==> config.mk <==
export PLATFORM = sky130hd
export DESIGN_NAME = spike_rate_decoder
export DESIGN_NICKNAME = d
export VERILOG_FILES = /design/src/rtl/snn_pkg.sv /design/src/rtl/sat_counter.sv /design/src/rtl/spike_rate_decoder.sv
export SDC_FILE = /design/constraint.sdc
export NUM_CORES = 1
export LEC_CHECK = 0
export BUFFER_PORTS_ARGS = -buffer_cell sky130_fd_sc_hd__buf_2
export CAP_MARGIN = 5
export CORE_MARGIN = 8
export CORE_UTILIZATION = 47
export DETAILED_ROUTE_END_ITERATION = 7
export PLACE_DENSITY = 0.69
export SLEW_MARGIN = 20
export SYNTH_ARGS = -nofsm -noshare
export SYNTH_HDL_FRONTEND = slang
export SYNTH_SLANG_ARGS = --single-unit
==> constraint.sdc <==
create_clock -name clk -period 6 [get_ports clk]
set_clock_uncertainty 0.2 [all_clocks]
set_input_delay 0.6 -clock clk [delete_from_list [all_inputs] [get_ports clk]]
set_output_delay 0.6 -clock clk [all_outputs]
set_load 0.01 [all_outputs]
==> src/rtl/snn_pkg.sv <==
// Shared definitions for the spiking-neuron readout blocks.
//   - FSM state encodings for the spike-rate decoder (IDLE, ARM, COUNT).
//   - MAX_CNT: 32-bit all-ones reference that saturating counters mask down
//     to their own width.
//   - sat_inc(): increment that sticks at the all-ones value of a given width.
package snn_pkg;

  localparam logic [1:0] IDLE  = 2'd0;
  localparam logic [1:0] ARM   = 2'd1;
  localparam logic [1:0] COUNT = 2'd2;

  localparam logic [31:0] MAX_CNT = '1;

  // Compare against the width's all-ones value before incrementing, so a
  // saturated count never wraps back to zero. Valid for width 1..32.
  function automatic logic [31:0] sat_inc(input logic [31:0] value,
                                          input logic        inc,
                                          input int unsigned width);
    logic [31:0] limit;
    limit = MAX_CNT >> (32 - width);
    return (inc && (value != limit)) ? value + 32'd1 : value;
  endfunction

endpackage

==> src/rtl/sat_counter.sv <==
// Saturating up-counter used for the spike count and the inter-spike interval.
// Ports:
//   clk    in   1      clock, rising edge
//   reset  in   1      synchronous, active-high reset
//   clr    in   1      return to zero (wins over inc)
//   inc    in   1      add one, holding at all-ones
//   value  out  WIDTH  current count
module sat_counter
  import snn_pkg::*;
#(
  parameter int unsigned WIDTH = 8
) (
  input  logic             clk,
  input  logic             reset,
  input  logic             clr,
  input  logic             inc,
  output logic [WIDTH-1:0] value
);

  // NOTE: state is updated with non-blocking assignments only, and the reset is
  // sampled inside the clocked block so it is synchronous to clk.
  always_ff @(posedge clk) begin
    if (reset || clr) begin
      value <= '0;
    end else begin
      value <= WIDTH'(sat_inc(32'(value), inc, WIDTH));
    end
  end

endmodule

==> src/rtl/spike_rate_decoder.sv <==
// Spike-rate decoder: turns a spike train back into numbers.
//   - Counts spike rising edges over a window of 2^WIN_LOG2 cycles and
//     presents each window's count on a valid/ready output.
//   - Tracks the interval between consecutive spikes (isi_last).
// Ports:
//   clk        in   1      clock, rising edge
//   reset      in   1      synchronous, active-high reset
//   enable     in   1      1 = decoding runs; 0 = window/ISI counters frozen
//   clear      in   1      restart window and ISI tracking, keep outputs
//   spike_in   in   1      spike train; a spike is a 0->1 transition
//   out_valid  out  1      rate_count holds an unconsumed window result
//   out_ready  in   1      consumer accepts when out_valid & out_ready
//   rate_count out  WIDTH  edges counted in the last completed window
//   isi_last   out  WIDTH  most recent edge-to-edge interval in cycles
//   overrun    out  1      sticky: a result was overwritten before acceptance
module spike_rate_decoder
  import snn_pkg::*;
#(
  parameter int unsigned WIDTH    = 8,
  parameter int unsigned WIN_LOG2 = 6
) (
  input  logic             clk,
  input  logic             reset,
  input  logic             enable,
  input  logic             clear,
  input  logic             spike_in,
  output logic             out_valid,
  input  logic             out_ready,
  output logic [WIDTH-1:0] rate_count,
  output logic [WIDTH-1:0] isi_last,
  output logic             overrun
);

  logic                spike_d;
  logic [1:0]          state;
  logic                seen_edge;   // an edge was counted since reset/clear
  logic [WIN_LOG2-1:0] win_cnt;     // wraps by design at the window length
  logic [WIDTH-1:0]    spk_cnt;
  logic [WIDTH-1:0]    isi_cnt;

  logic edge_det;
  logic run;
  logic counting;
  logic terminal;

  assign edge_det = spike_in & ~spike_d;
  assign run      = (state == ARM) || (state == COUNT);
  assign counting = (state == COUNT);
  // clear wins over the window end: that window is dropped, not reported.
  assign terminal = run && !clear && (win_cnt == '1);

  // The terminal cycle hands spk_cnt (plus any edge on that cycle) to
  // rate_count, so the counter itself simply restarts at zero.
  sat_counter #(.WIDTH(WIDTH)) u_spk_cnt (
    .clk   (clk),
    .reset (reset),
    .clr   (clear || terminal),
    .inc   (run && edge_det),
    .value (spk_cnt)
  );

  // Restarts on every edge (including the arming edge), counts only in COUNT.
  sat_counter #(.WIDTH(WIDTH)) u_isi_cnt (
    .clk   (clk),
    .reset (reset),
    .clr   (clear || (run && edge_det)),
    .inc   (counting),
    .value (isi_cnt)
  );

  always_ff @(posedge clk) begin
    if (reset) begin
      spike_d    <= 1'b0;
      state      <= IDLE;
      seen_edge  <= 1'b0;
      win_cnt    <= '0;
      out_valid  <= 1'b0;
      rate_count <= '0;
      isi_last   <= '0;
      overrun    <= 1'b0;
    end else begin
      // Edge history follows the input even while disabled, so a level held
      // high across a pause is not counted again on resume.
      spike_d <= spike_in;

      if (clear) begin
        win_cnt   <= '0;
        seen_edge <= 1'b0;
        state     <= enable ? ARM : IDLE;
      end else begin
        if (run) begin
          win_cnt <= win_cnt + WIN_LOG2'(1);
          if (edge_det) seen_edge <= 1'b1;
        end
        case (state)
          IDLE:    if (enable) state <= seen_edge ? COUNT : ARM;
          ARM:     if (!enable) state <= IDLE;
                   else if (edge_det) state <= COUNT;
          COUNT:   if (!enable) state <= IDLE;
          default: state <= IDLE;
        endcase
      end

      if (counting && edge_det && !clear) begin
        isi_last <= WIDTH'(sat_inc(32'(isi_cnt), 1'b1, WIDTH));
      end

      // A new result replaces the old one; it only counts as an overrun if the
      // consumer did not take the old one on this same cycle.
      if (terminal) begin
        rate_count <= WIDTH'(sat_inc(32'(spk_cnt), edge_det, WIDTH));
        out_valid  <= 1'b1;
        if (out_valid && !out_ready) overrun <= 1'b1;
      end else if (out_valid && out_ready) begin
        out_valid <= 1'b0;
      end
    end
  end

endmodule

==> impl_metrics.yaml <==
setup_path:
  r2r_setup_slack_ps: 3580
  reg2reg_depth: 6
  endpoint_kind: "flop"
  start_kind: "flop"
  crit_required_ps: 6010
  crit_fanout: 11
  critPathKind: "reg -> reg"
  worstPathArrival_ps: 2430
  timing.rr.end: "rate_count[5]"
  timing.rr.start: "state[1]"
cells_and_area:
  final_cell_mix: "dfxtp_1 (44), nor2_1 (32), buf_2 (23)"
  antennaDiodeCount: 0
  final_common_cell: "dfxtp_1"
  drive_gt1_frac: 0.159
  area_delta_synth_final_pct: 11.4
  nNetsFinal: 282
  stdcell_count: 325
cts:
  htree_levels: 2
  ctsHoldBuffers: 0
  cts-root-buf: "clkbuf_8"
  post_cts_buffers: 0
  clk_pin_slew_ps: 80
  clk_latency_ps: 290
  cts.sinks: 44
  cts_buffer_depth: 2
  cts_tree: "built"
  cts_resized: 0
  cts_made_buffers: 5
power_and_ir_drop:
  leakagePower_nw: 0.894
  ir_drop_v: 0.000118
  power_density_nw_per_um2: 225
placement:
  dpl_worst_slack_ps: 3210
  port_buffers: 23
  dp_cells: 317
  hpwl_mm: 3.44
  routabilityCongestion: 0.805
yosys:
  synth.avg_cell_area_um2: 8.84
  synth_warnings: 0
  synthMuxAreaShare: 0.0318
  yosysTopAreaCellShare: 0.400
  synth_fp_nets: 261
  synth_xor_area_frac: 0.0557
  yosys.area.top_type: "dfxtp_1"
  synthTopCellsByArea: "dfxtp_1 (40%), nor2_1 (5.5%), a21oi_1 (3.9%)"
  synth_seq_area_share: 0.400
  synth_top_family_by_area: "simple AND/OR/NAND/NOR gates"
  synth_compound_area_frac: 0.202
  syn_inst: 249
  synth_area_um2: 2200
  synth_cell_types: 49
  synth-seq-cells: 44
  synthSimpleGateAreaFrac: 0.235
  synth_fa_ha_area_frac: 0.0341
sta:
  timing.fmax_ghz: 0.413
  fin_tns_setup_ps: 0
  tightest_slew_ps: 651
  finalCritPeriodShare: 0.404
  maxSlewViolCount: 0
  hold_viol_final: 0
  fin_ws_ps: 3580
  min_period_ps: 2420
  finalSetupViolations: 0
  rsz0062_at_grt: "false"
  slew_headroom: 0.564
floorplan:
  std_cell_rows: 25
  ioPinCount: 24
  fp.dieW_um: 84.4
  die_area_um2: 7130
  core_um2: 4630
  die_y_um: 84.4
  initial_core_util: 0.475
drt:
  dr.pass1.iters: 4
  route.detailed.drc: 0
  first_iter_violations: 55
  ant_nets: 0
  drt-total-wl_mm: 4.58
  routedWlPerCell_um: 14.1
  vias: 1816
  viasPerCell: 5.59
worst_hold_path:
  hold_end: "rate_count[2]"
  whs_path_depth: 2
  min-delay-path-class: "reg -> reg"
  hp-start: "rate_count[2]"
status:
  status: "completed"
job:
  drv_cap: 0
global_routing:
  grt.total_usage: 0.135
  overflow: 0
  grt_max_degree: 26
  antenna_found_initial: 0
  grt_pass1_vias: 1730
  grt_pass1_wl_mm: 8.02
==> synthesized netlist by cell type, drive strengths merged <==
cell     count
dfxtp       44
nor2        32
nand2       20
a21oi       17
a211oi      12
inv         12
o21ai       11
nor3         9
nand3        8
xnor2        8
mux2i        7
buf          6
ha           6
or3          6
xor2         6
and3         5
o311ai       5
clkbuf       3
nand2b       3
nand4        3
a311oi       2
nand3b       2
o2111ai      2
o211ai       2
o31ai        2
a2111o       1
a2111oi      1
a211o        1
a21o         1
a221oi       1
and2         1
and2b        1
and3b        1
and4         1
nand4b       1
nor2b        1
o21ba        1
o21bai       1
o32ai        1
or2          1
or4          1
==> metal layers <==
metal	track usage	part of all wire
met1	0.151	0.47
met2	0.228	0.46
met3	0.0410	0.043
met4	0.0680	0.026
met5	0	0
==> worst max-delay path: stages, from the launching register on <==
cell	delay (ps)
dfxtp_1	370
inv_1	70
ha_1	470
nand4_4	140
nor3_2	570
o21ai_0	210
a221oi_1	300
==> worst max-delay path by stage <==
stage / end / startpoint / slack, ps / cells past startpoint
4_1_cts: rate_count[5] / state[0] / 3190 / 6
6_report: rate_count[5] / state[1] / 3580 / 6
3_3_place_gp: rate_count[5] / state[0] / 3330 / 6
3_5_place_dp: rate_count[5] / state[0] / 3210 / 6
2_1_floorplan: u_spk_cnt.value[0] / state[0] / 4070 / 8
5_1_grt: rate_count[5] / state[1] / 3370 / 6
==> cell families after synthesis <==
kind of cell,after synthesis
multiplexers,7
AO/OA/AOI/OAI,61
AND/OR/NAND/NOR,96
XOR/XNOR,14
buffers and inverters,21
flip-flops,44
adder cells (fa/ha/maj),6
==> area by class of cell <==
| type | count | area (µm²) |
|---|---|---|
| fill | 454 | 2180 |
| multi-input combinational | 184 | 1240 |
| sequential | 44 | 881 |
| timing repair buffer | 23 | 115 |
| clock buffer | 6 | 72.6 |
| tap | 54 | 67.6 |
| inverter | 12 | 45.0 |
| clock inverter | 2 | 35.0 |
==> power by group <==
part | switching (mW) | internal [mW] | total [mW]
combinational | 0.0209 | 0.0110 | 0.0319
clock | 0.100 | 0.124 | 0.224
sequential | 0.00223 | 0.294 | 0.296
total | 0.123 | 0.429 | 0.552
==> sequential cells by signal (all words and copies together), names as in the netlist <==
register	flops
overrun	1
isi_last	8
u_isi_cnt.value	8
rate_count	8
spike_d	1
win_cnt	6
u_spk_cnt.value	8
seen_edge	1
out_valid	1
state	2
==> stage by stage <==
stage | instance area, µm² | util | hold WS, ps | power [mW]
after detailed placement | 2340 | 0.505 | 247 | 0.335
after floorplan | 2200 | - | 257 | 0.326
final | 2450 | 0.530 | 253 | 0.552
after global routing | 2450 | 0.530 | 291 | 0.575
after global placement | 2340 | 0.505 | 241 | 0.335
after CTS | 2450 | 0.529 | 257 | 0.559
Power figures use the tool's default switching activity.
